--- src/rtl/blink_multi_gen_if.sv ---
// Bus bundle for blink_multi_gen: per-channel control, config write port and status.
// cfg_we is a single-cycle strobe with no back-pressure. The generator accepts it on every
// clkin edge. cfg_ch values at or above NUM_CH select no channel.
interface blink_multi_gen_if #(
  parameter int NUM_CH      = 4,
  parameter int CNT_WIDTH   = 23,
  parameter int BURST_WIDTH = 8,
  parameter int CH_W        = (NUM_CH > 1) ? $clog2(NUM_CH) : 1
);
  logic [NUM_CH-1:0]      enable;
  logic [NUM_CH-1:0]      start;
  logic                   cfg_we;
  logic [CH_W-1:0]        cfg_ch;
  logic [CNT_WIDTH-1:0]   cfg_period;
  logic [CNT_WIDTH-1:0]   cfg_high;
  logic [BURST_WIDTH-1:0] cfg_burst;
  logic [NUM_CH-1:0]      clkout;
  logic [NUM_CH-1:0]      busy;
  logic [NUM_CH-1:0]      done;
  logic [NUM_CH-1:0]      state_dbg;

  modport master (
    output enable, start, cfg_we, cfg_ch, cfg_period, cfg_high, cfg_burst,
    input  clkout, busy, done, state_dbg
  );

  modport slave (
    input  enable, start, cfg_we, cfg_ch, cfg_period, cfg_high, cfg_burst,
    output clkout, busy, done, state_dbg
  );
endinterface

--- src/rtl/blink_multi_gen.sv ---
// Multi-channel programmable blink generator. Each channel has its own period, high time
// and burst count, and its own IDLE/RUN FSM. Shadow config is taken up only at run start
// and at period boundaries.
module blink_multi_gen #(
  parameter int                   NUM_CH      = 4,
  parameter int                   CNT_WIDTH   = 23,
  parameter int                   BURST_WIDTH = 8,
  parameter logic [CNT_WIDTH-1:0] DEF_PERIOD  = CNT_WIDTH'((1 << (CNT_WIDTH - 1)) - 1),
  parameter logic [CNT_WIDTH-1:0] DEF_HIGH    = CNT_WIDTH'(1 << (CNT_WIDTH - 2))
) (
  input  logic              clkin,
  input  logic              rst_n,
  blink_multi_gen_if.slave  bus
);
  localparam int CH_W = (NUM_CH > 1) ? $clog2(NUM_CH) : 1;

  typedef enum logic {
    ST_IDLE = 1'b0,
    ST_RUN  = 1'b1
  } state_t;

  logic              cfg_in_range;
  logic [NUM_CH-1:0] clkout_v;
  logic [NUM_CH-1:0] busy_v;
  logic [NUM_CH-1:0] done_v;
  logic [NUM_CH-1:0] state_v;

  assign cfg_in_range = (32'(bus.cfg_ch) < NUM_CH);

  for (genvar i = 0; i < NUM_CH; i++) begin : g_ch
    logic                   sh_we;
    logic [CNT_WIDTH-1:0]   sh_p_q;
    logic [CNT_WIDTH-1:0]   sh_h_q;
    logic [BURST_WIDTH-1:0] sh_n_q;

    state_t                 state_q, state_d;
    logic [CNT_WIDTH-1:0]   cnt_q, cnt_d;
    logic [CNT_WIDTH-1:0]   act_p_q, act_p_d;
    logic [CNT_WIDTH-1:0]   act_h_q, act_h_d;
    logic [BURST_WIDTH-1:0] act_n_q, act_n_d;
    logic [BURST_WIDTH-1:0] left_q, left_d;
    logic                   clk_q, clk_d;
    logic                   done_q, done_d;
    logic [CNT_WIDTH:0]     cnt_inc;

    assign sh_we = bus.cfg_we && cfg_in_range && (bus.cfg_ch == CH_W'(i));

    always_ff @(posedge clkin or negedge rst_n) begin
      if (!rst_n) begin
        sh_p_q <= DEF_PERIOD;
        sh_h_q <= DEF_HIGH;
        sh_n_q <= '0;
      end else if (sh_we) begin
        sh_p_q <= bus.cfg_period;
        sh_h_q <= bus.cfg_high;
        sh_n_q <= bus.cfg_burst;
      end
    end

    // One extra bit keeps cnt+1 from wrapping when compared against the high time.
    assign cnt_inc = {1'b0, cnt_q} + 1'b1;

    always_comb begin
      state_d = state_q;
      cnt_d   = cnt_q;
      act_p_d = act_p_q;
      act_h_d = act_h_q;
      act_n_d = act_n_q;
      left_d  = left_q;
      clk_d   = clk_q;
      done_d  = 1'b0;
      if (!bus.enable[i]) begin
        state_d = ST_IDLE;
        clk_d   = 1'b0;
      end else begin
        case (state_q)
          ST_IDLE: begin
            clk_d = 1'b0;
            if (bus.start[i]) begin
              state_d = ST_RUN;
              cnt_d   = '0;
              act_p_d = sh_p_q;
              act_h_d = sh_h_q;
              act_n_d = sh_n_q;
              left_d  = sh_n_q;
              clk_d   = (sh_h_q != '0);
            end
          end
          ST_RUN: begin
            if (cnt_q != act_p_q) begin
              cnt_d = cnt_inc[CNT_WIDTH-1:0];
              clk_d = (cnt_inc < {1'b0, act_h_q});
            end else if ((act_n_q != '0) && (left_q == BURST_WIDTH'(1))) begin
              state_d = ST_IDLE;
              clk_d   = 1'b0;
              done_d  = 1'b1;
            end else begin
              // Period boundary: the burst bookkeeping uses the count of the period just ended.
              cnt_d   = '0;
              act_p_d = sh_p_q;
              act_h_d = sh_h_q;
              act_n_d = sh_n_q;
              clk_d   = (sh_h_q != '0);
              if (act_n_q != '0) left_d = left_q - 1'b1;
            end
          end
          default: begin
            state_d = ST_IDLE;
            clk_d   = 1'b0;
          end
        endcase
      end
    end

    always_ff @(posedge clkin or negedge rst_n) begin
      if (!rst_n) begin
        state_q <= ST_IDLE;
        cnt_q   <= '0;
        act_p_q <= DEF_PERIOD;
        act_h_q <= DEF_HIGH;
        act_n_q <= '0;
        left_q  <= '0;
        clk_q   <= 1'b0;
        done_q  <= 1'b0;
      end else begin
        state_q <= state_d;
        cnt_q   <= cnt_d;
        act_p_q <= act_p_d;
        act_h_q <= act_h_d;
        act_n_q <= act_n_d;
        left_q  <= left_d;
        clk_q   <= clk_d;
        done_q  <= done_d;
      end
    end

    assign clkout_v[i] = clk_q;
    assign busy_v[i]   = (state_q == ST_RUN);
    assign done_v[i]   = done_q;
    assign state_v[i]  = state_q;
  end

  assign bus.clkout    = clkout_v;
  assign bus.busy      = busy_v;
  assign bus.done      = done_v;
  assign bus.state_dbg = state_v;
endmodule

--- src/flat_wrapper.sv ---
// flat-port wrapper written by rule: the top's interface ports become plain ports
module blink_multi_gen_flat 
#(
  parameter int                   NUM_CH      = 4,
  parameter int                   CNT_WIDTH   = 23,
  parameter int                   BURST_WIDTH = 8,
  parameter logic [CNT_WIDTH-1:0] DEF_PERIOD  = CNT_WIDTH'((1 << (CNT_WIDTH - 1)) - 1),
  parameter logic [CNT_WIDTH-1:0] DEF_HIGH    = CNT_WIDTH'(1 << (CNT_WIDTH - 2))
)
  (clkin, rst_n, bus_enable, bus_start, bus_cfg_we, bus_cfg_ch, bus_cfg_period, bus_cfg_high, bus_cfg_burst, bus_clkout, bus_busy, bus_done, bus_state_dbg);
  blink_multi_gen_if #(.NUM_CH(NUM_CH), .CNT_WIDTH(CNT_WIDTH), .BURST_WIDTH(BURST_WIDTH)) bus_i ();
  input  logic clkin;
  input  logic rst_n;
  input wire logic [$bits(bus_i.enable)-1:0] bus_enable;
  input wire logic [$bits(bus_i.start)-1:0] bus_start;
  input wire logic [$bits(bus_i.cfg_we)-1:0] bus_cfg_we;
  input wire logic [$bits(bus_i.cfg_ch)-1:0] bus_cfg_ch;
  input wire logic [$bits(bus_i.cfg_period)-1:0] bus_cfg_period;
  input wire logic [$bits(bus_i.cfg_high)-1:0] bus_cfg_high;
  input wire logic [$bits(bus_i.cfg_burst)-1:0] bus_cfg_burst;
  output wire logic [$bits(bus_i.clkout)-1:0] bus_clkout;
  output wire logic [$bits(bus_i.busy)-1:0] bus_busy;
  output wire logic [$bits(bus_i.done)-1:0] bus_done;
  output wire logic [$bits(bus_i.state_dbg)-1:0] bus_state_dbg;
  assign bus_i.enable = bus_enable;
  assign bus_i.start = bus_start;
  assign bus_i.cfg_we = bus_cfg_we;
  assign bus_i.cfg_ch = bus_cfg_ch;
  assign bus_i.cfg_period = bus_cfg_period;
  assign bus_i.cfg_high = bus_cfg_high;
  assign bus_i.cfg_burst = bus_cfg_burst;
  assign bus_clkout = bus_i.clkout;
  assign bus_busy = bus_i.busy;
  assign bus_done = bus_i.done;
  assign bus_state_dbg = bus_i.state_dbg;
  blink_multi_gen #(.NUM_CH(NUM_CH), .CNT_WIDTH(CNT_WIDTH), .BURST_WIDTH(BURST_WIDTH), .DEF_PERIOD(DEF_PERIOD), .DEF_HIGH(DEF_HIGH)) u_core (.clkin(clkin), .rst_n(rst_n), .bus(bus_i));
endmodule
--- config.mk ---
export PLATFORM = sky130hd
export DESIGN_NAME = blink_multi_gen_flat
export DESIGN_NICKNAME = d
export VERILOG_FILES = /design/src/rtl/blink_multi_gen_if.sv /design/src/rtl/blink_multi_gen.sv /design/src/flat_wrapper.sv
export SDC_FILE = /design/constraint.sdc
export NUM_CORES = 1
export LEC_CHECK = 0
export CAP_MARGIN = 40
export CORE_MARGIN = 2
export CORE_UTILIZATION = 60
export CTS_CLUSTER_DIAMETER = 80
export DETAILED_ROUTE_END_ITERATION = 12
export GPL_TIMING_DRIVEN = 0
export PLACE_DENSITY = 0.74
export SLEW_MARGIN = 20
export SYNTH_ARGS = -nofsm -noshare
export SYNTH_HDL_FRONTEND = slang
export SYNTH_SLANG_ARGS = --single-unit
--- constraint.sdc ---
create_clock -name clkin -period 3.8 [get_ports clkin]
set_input_delay 0.76 -clock clkin [delete_from_list [all_inputs] [get_ports clkin]]
set_output_delay 0.76 -clock clkin [all_outputs]
set_load 0.1 [all_outputs]
Word level (Yosys, flattened, before mapping)

Cells that the tools add are included.

Bits in registers: 568
Bits in latches: 0
RAM bits: 0
ROM bits: 0
Input bits: 67
Output and inout bits: 16
Word-level logic and storage cells: 256
Memories kept: 0

Add/subtract/negate cells: 8
Multiply operators: 0
Divide/modulo/power cells: 0
Order comparisons: 4
Equal/unequal tests: 31
Shift operators: 0
Multiplexer cells: 136
Bitwise logic cells: 4
Reduce and logical (&&, ||, !) cells: 29

Operator list:

| kind                    | count |
|---|---|
| $mux W23                | 36 |
| $pmux W23 S2            | 12 |
| $mux W8                 | 24 |
| $pmux W8 S2             | 8 |
| $add A23 B1 Y24 const B | 4 |
| $lt A24 B23 Y1          | 4 |
| $ne A23 B23 Y1          | 4 |
| $reduce_bool A23 Y1     | 4 |
| $mux W1                 | 48 |
| $eq A8 B1 Y1 const B    | 4 |
| $ne A2 B2 Y1 const B    | 16 |
| $reduce_bool A8 Y1      | 4 |
| $sub A8 B1 Y8 const B   | 4 |
| $reduce_and A5 Y1       | 4 |
| $pmux W1 S2             | 8 |
| $reduce_and A4 Y1       | 4 |
| $ne A3 B3 Y1 const B    | 4 |
| $reduce_and A3 Y1       | 4 |
| $logic_and A1 B1 Y1     | 8 |
| $eq A2 B2 Y1 const B    | 2 |
| $not A1 Y1              | 4 |
| $eq A2 B1 Y1 const B    | 1 |
| $logic_not A2 Y1        | 1 |

Logic depth before layout (Yosys ltp)

Word-level depth: 6
Depth in mapped cells: 14
Gate-level depth less buffers: 13

Worst setup path after synthesis

OpenSTA, ideal clock, no wires.

Path type: register to register
Start: reg u_core.g_ch[2].cnt_q[0]
End: reg u_core.g_ch[2].clk_q
Library setup time: 95 ps
Data arrival time: 3061 ps
Data required time: 3705 ps
Path slack: 644 ps
Stages on the path, launching flop included: 15
Period minus slack after synthesis: 3156 ps
Cells stage by stage: dfrtp_1 -> ha_1 -> nand4_1 -> or4_1 -> clkbuf_1 -> nor2_1 -> nor2_1 -> or2_2 -> ha_1 -> a21o_1 -> a21o_1 -> a21oi_1 -> nor2_1 -> or4_1 -> o31ai_1

Longest elaborated chain between the ends: 5
Elaborated cells between the ends (all ways): 6
Classes of those cells: add/sub (1); order compare (1); eq/ne (1); mux (3)

Ends and longest elaborated chain:

| item                           | RTL line               | text |
|---|---|---|
| start: declaration             | blink_multi_gen.sv:37  | `logic [CNT_WIDTH-1:0] cnt_q, cnt_d;` |
| start signal: assignment       | blink_multi_gen.sv:127 | `cnt_q <= cnt_d;` |
| $add A23 B1 Y24                | blink_multi_gen.sv:61  | `assign cnt_inc = {1'b0, cnt_q} + 1'b1;` |
| $lt A24 B23 Y1                 | blink_multi_gen.sv:92  | `clk_d = (cnt_inc < {1'b0, act_h_q});` |
| $mux W1 (*)                    | blink_multi_gen.sv:90  | `if (cnt_q != act_p_q) begin` |
| $pmux W1 S2 (*)                | blink_multi_gen.sv:76  | `case (state_q)` |
| $mux W1 (*)                    | blink_multi_gen.sv:72  | `if (!bus.enable[i]) begin` |
| named net u_core.g_ch[2].clk_d | blink_multi_gen.sv:42  | `logic clk_q, clk_d;` |
| end signal: assignment         | blink_multi_gen.sv:132 | `clk_q <= clk_d;` |
| end: declaration               | blink_multi_gen.sv:42  |  |

Mark *: on every way through the listed nets, which the timed path passes. The rest lies on a longest branch.
A chain may end at the register's enable or synchronous reset.

Worst setup path in the final report

Start: reg u_core.g_ch[1].cnt_q[0]
End: reg u_core.g_ch[1].clk_q

Longest elaborated chain between the ends: 5
Elaborated cells between the ends (all ways): 6
Classes of those cells: add/sub (1); order compare (1); eq/ne (1); mux (3)

Ends and longest elaborated chain:

| item                           | RTL line |
|---|---|
| start: declaration             | blink_multi_gen.sv:37 |
| start signal: assignment       | blink_multi_gen.sv:127 |
| $add A23 B1 Y24                | blink_multi_gen.sv:61 |
| $lt A24 B23 Y1                 | blink_multi_gen.sv:92 |
| $mux W1 (*)                    | blink_multi_gen.sv:90 |
| $pmux W1 S2 (*)                | blink_multi_gen.sv:76 |
| $mux W1 (*)                    | blink_multi_gen.sv:72 |
| named net u_core.g_ch[1].clk_d | blink_multi_gen.sv:42 |
| end signal: assignment         | blink_multi_gen.sv:132 |
| end: declaration               | blink_multi_gen.sv:42 |

Marks and branches as above.

==> metrics <==
outcome=finished clean; critical path depth=13; worst min path class=primary input to async pin; Synth cell types=84; CP top delay family=simple AND/OR/NAND/NOR gates; Slowest cell on crit path=dfrtp_1; Final Max Slew Viols=0; Routed WL per cell=23.1 µm; CORE AREA=46800 µm²; clk buf depth=3; first-pass GRT wire length=118000 µm; Post-synth EDFFs=0; TritonCTS clock tree=yes; RSZ-0062 raised after global routing=true; synthesized netlist net count=2627; clock-pin slew of the registers on the worst-case setup and hold paths=0.06 ns; Worst EP arrival=4.11 ns; starting DRC count in detailed routing=1886; layout cells sized above 1=30.7%; worst-margin pin slew=0.799 ns; hold slack=0.0375 ns; Worst Setup Slack, final=0.167 ns; Synth Flop Type=dfrtp_1; max cap viols=0; cts bufs inserted=57; Pint=13.0 mW; gate count of the mapped netlist=2460; drt first pass iters=5; register-to-register path setup slack=0.17 ns; final setup fails=0; worst path bufs/invs=1; max incr delay on CP=0.49 ns; crit path from=u_core.g_ch[1].cnt_q[0]$_DFFE_PN0P_; Synth async-reset ratio=100%; reg2reg start=u_core.g_ch[1].cnt_q[0]$_DFFE_PN0P_; Die ar.=49300 µm²; initial core utilization=61.0%; post-DP HPWL=54600 µm; RD Place Congestion=0.923; Synth Area per Inst=11.6 µm²; GRT Total Usage=31.0%; Seq/Total Area, Yosys=50.6%; Sw Share=28.0%; Netlist Area Pre-Place=28500 µm²; Worst Path Required=4.28 ns; cells along the critical path=ha_1 > and3_1 > clkbuf_1 > nand4_1 > nor3_4 > nand3_1 > xnor2_1 > ha_1 > nand4_1 > nor4_2 > nand2_1 > a31oi_1 > o22ai_1; worst vdd ir=450 µV; global route overflow=0; end of the critical path=u_core.g_ch[1].clk_q$_DFF_PN0_; Worst R2R Path Depth=13; Area Overhead vs Synth=14.2%; fill cell total of the finished layout=3364; pre-CTS worst setup slack=-0.0450 ns; max_slew headroom=46.5%; clk_skew=0.0188 ns; largest area contributor in the netlist=dfrtp_1; Comb pwr share=18.4%; IO Port Bufs=82; cts hold-fix bufs=0; Power Density=552 nW/µm²; boundary pin count=83; number of global-route vias before repair=20600; CTS H-tree lvls=2; largest net degree at the start of global routing=106; CTS root buffer=clkbuf_16; R2R Path End=u_core.g_ch[1].clk_q$_DFF_PN0_; nets=2791; Skew-Pair Late Insertion Delay=0.62 ns; CP startpoint kind=flop; register share of total power=48.5%; Max FO, Critical Path=9; Die Span Y=222 µm; f_max=0.275 GHz; Final ANT Viol Nets=0; fin crit period=3.63 ns; Final Hold Fails=0; vias=20200; Synth area leaders=dfrtp_1, dfstp_2, mux2_2; Net Switching=5.05 mW; drt drc=0; Die X-Extent=222 µm; Detailed Route WL=75600 µm; clock power share=33.1%; CP Class=flop to flop; yosys warns=0; post-synth top area share=33.7%; Core Rows=79; clock sinks=568; Leak=14.5 nW; DR vias/cell=6.16; commonest non-fill, non-tap cell in the layout=mux2_2; number of synthesized register bits=568; CP endpoint kind=flop; leading cell types in the layout, fill and taps excluded=mux2_2, dfrtp_1, dfstp_2, inv_1, nand2_1; initial antenna violation count=12; final worst-path cycle share=95.6%; diodes inserted=0
==> state kept, by name, summed over array words and instances, names as in the netlist <==
register	count
u_core.g_ch.act_p_q	92
u_core.g_ch.sh_h_q	92
u_core.g_ch.sh_n_q	32
u_core.g_ch.clk_q	4
u_core.g_ch.done_q	4
u_core.g_ch.state_q	4
u_core.g_ch.act_n_q	32
u_core.g_ch.sh_p_q	92
u_core.g_ch.act_h_q	92
u_core.g_ch.left_q	32
u_core.g_ch.cnt_q	92
==> how the worst min path moves through the flow <==
stage | slack (ns) | start | end | depth (start not counted)
floorplan | 0.45 | u_core.g_ch[2].act_n_q[1]$_DFFE_PN0P_ | u_core.g_ch[2].act_n_q[1]$_DFFE_PN0P_ | 2
detailed placement | 0.48 | u_core.g_ch[2].act_n_q[1]$_DFFE_PN0P_ | u_core.g_ch[2].act_n_q[1]$_DFFE_PN0P_ | 2
global placement | 0.47 | u_core.g_ch[2].act_n_q[1]$_DFFE_PN0P_ | u_core.g_ch[2].act_n_q[1]$_DFFE_PN0P_ | 2
CTS | 0.02 | rst_n | u_core.g_ch[3].sh_n_q[4]$_DFFE_PN0P_ | 1
global route | 0.05 | rst_n | u_core.g_ch[3].sh_n_q[5]$_DFFE_PN0P_ | 1
finish | 0.04 | rst_n | u_core.g_ch[3].sh_n_q[4]$_DFFE_PN0P_ | 1
==> cell usage after synthesis, drive strengths merged, types with 34 or more instances <==
| master | number |
|---|---|
| xnor2 | 94 |
| dfrtp | 384 |
| a21o | 38 |
| clkbuf | 76 |
| xor2 | 66 |
| o21ai | 89 |
| mux2 | 411 |
| nand2 | 119 |
| ha | 100 |
| nor2 | 81 |
| nand3 | 87 |
| inv | 122 |
| nor3 | 47 |
| a21oi | 81 |
| and3 | 34 |
| nand4 | 52 |
| nor4 | 59 |
| dfstp | 184 |
| buf | 74 |
==> kinds of logic (layout without fill, tap and decap cells) <==
family,Yosys count,in the layout,synth area share (%)
simple gates,585,585,11.0
flops,568,568,50.6
mux,418,418,16.5
compound gates,357,357,8.46
buf+inv,272,482,4.15
xor+xnor,160,160,4.91
fa+ha+maj,100,100,4.38
==> timing repair <==
action                                  4_1_cts  5_1_grt
gates resized for setup                       3       14
setup buffers                                 0        1
endpoints found under the setup margin        3        4
pin swaps                                     0        2
==> layer usage <==
metal | wire length (µm) | global-route usage, %
met2 | 35100 | 50.1
met5 | 27 | 0
met3 | 5280 | 6.56
met4 | 2820 | 10.5
met1 | 32300 | 41.8
==> worst reg2reg max path, stage by stage, from the launching register on <==
cell and delay [ns]:
dfrtp_1 0.49, ha_1 0.30, and3_1 0.17, clkbuf_1 0.22, nand4_1 0.27, nor3_4 0.39
nand3_1 0.17, xnor2_1 0.17, ha_1 0.31, nand4_1 0.15, nor4_2 0.44, nand2_1 0.09
a31oi_1 0.19, o22ai_1 0.13
==> through the flow <==
step	power, mW	utilization (%)	area, µm²	instances	setup TNS (ns)
global route	18.8	69.7	32600	3277	-0.153
global placement	11.8	64.4	30100	3149	-
detailed placement	12.1	65.3	30500	3172	-0.0578
floorplan	10.8	-	28500	2460	0
finish	18.0	69.7	32600	3277	0
CTS	18.1	69.6	32500	3276	0
==> power by group through the flow <==
stage / Sequential, mW / Combinational, mW / Clock (mW)
2_1_floorplan: 8.39 / 2.43 / 0
3_3_place_gp: 8.76 / 3.06 / 0
3_5_place_dp: 8.81 / 3.29 / 0
4_1_cts: 8.73 / 3.32 / 6.04
5_1_grt: 8.89 / 3.68 / 6.28
6_report: 8.73 / 3.32 / 5.96
==> cell type report <==
cell class              count  area, µm²  area share (%)
flip-flops and latches    568      14400            44.3
multi-input cells        1620      13000            39.8
clock buffers              75       1610            4.93
repair buffers            107       1250            3.84
well taps                 607        759            2.33
plain buffers             148        718            2.20
inverters                 122        458            1.40
clock inverters            30        368            1.13
Note: power is estimated with default switching activity, not from simulation.
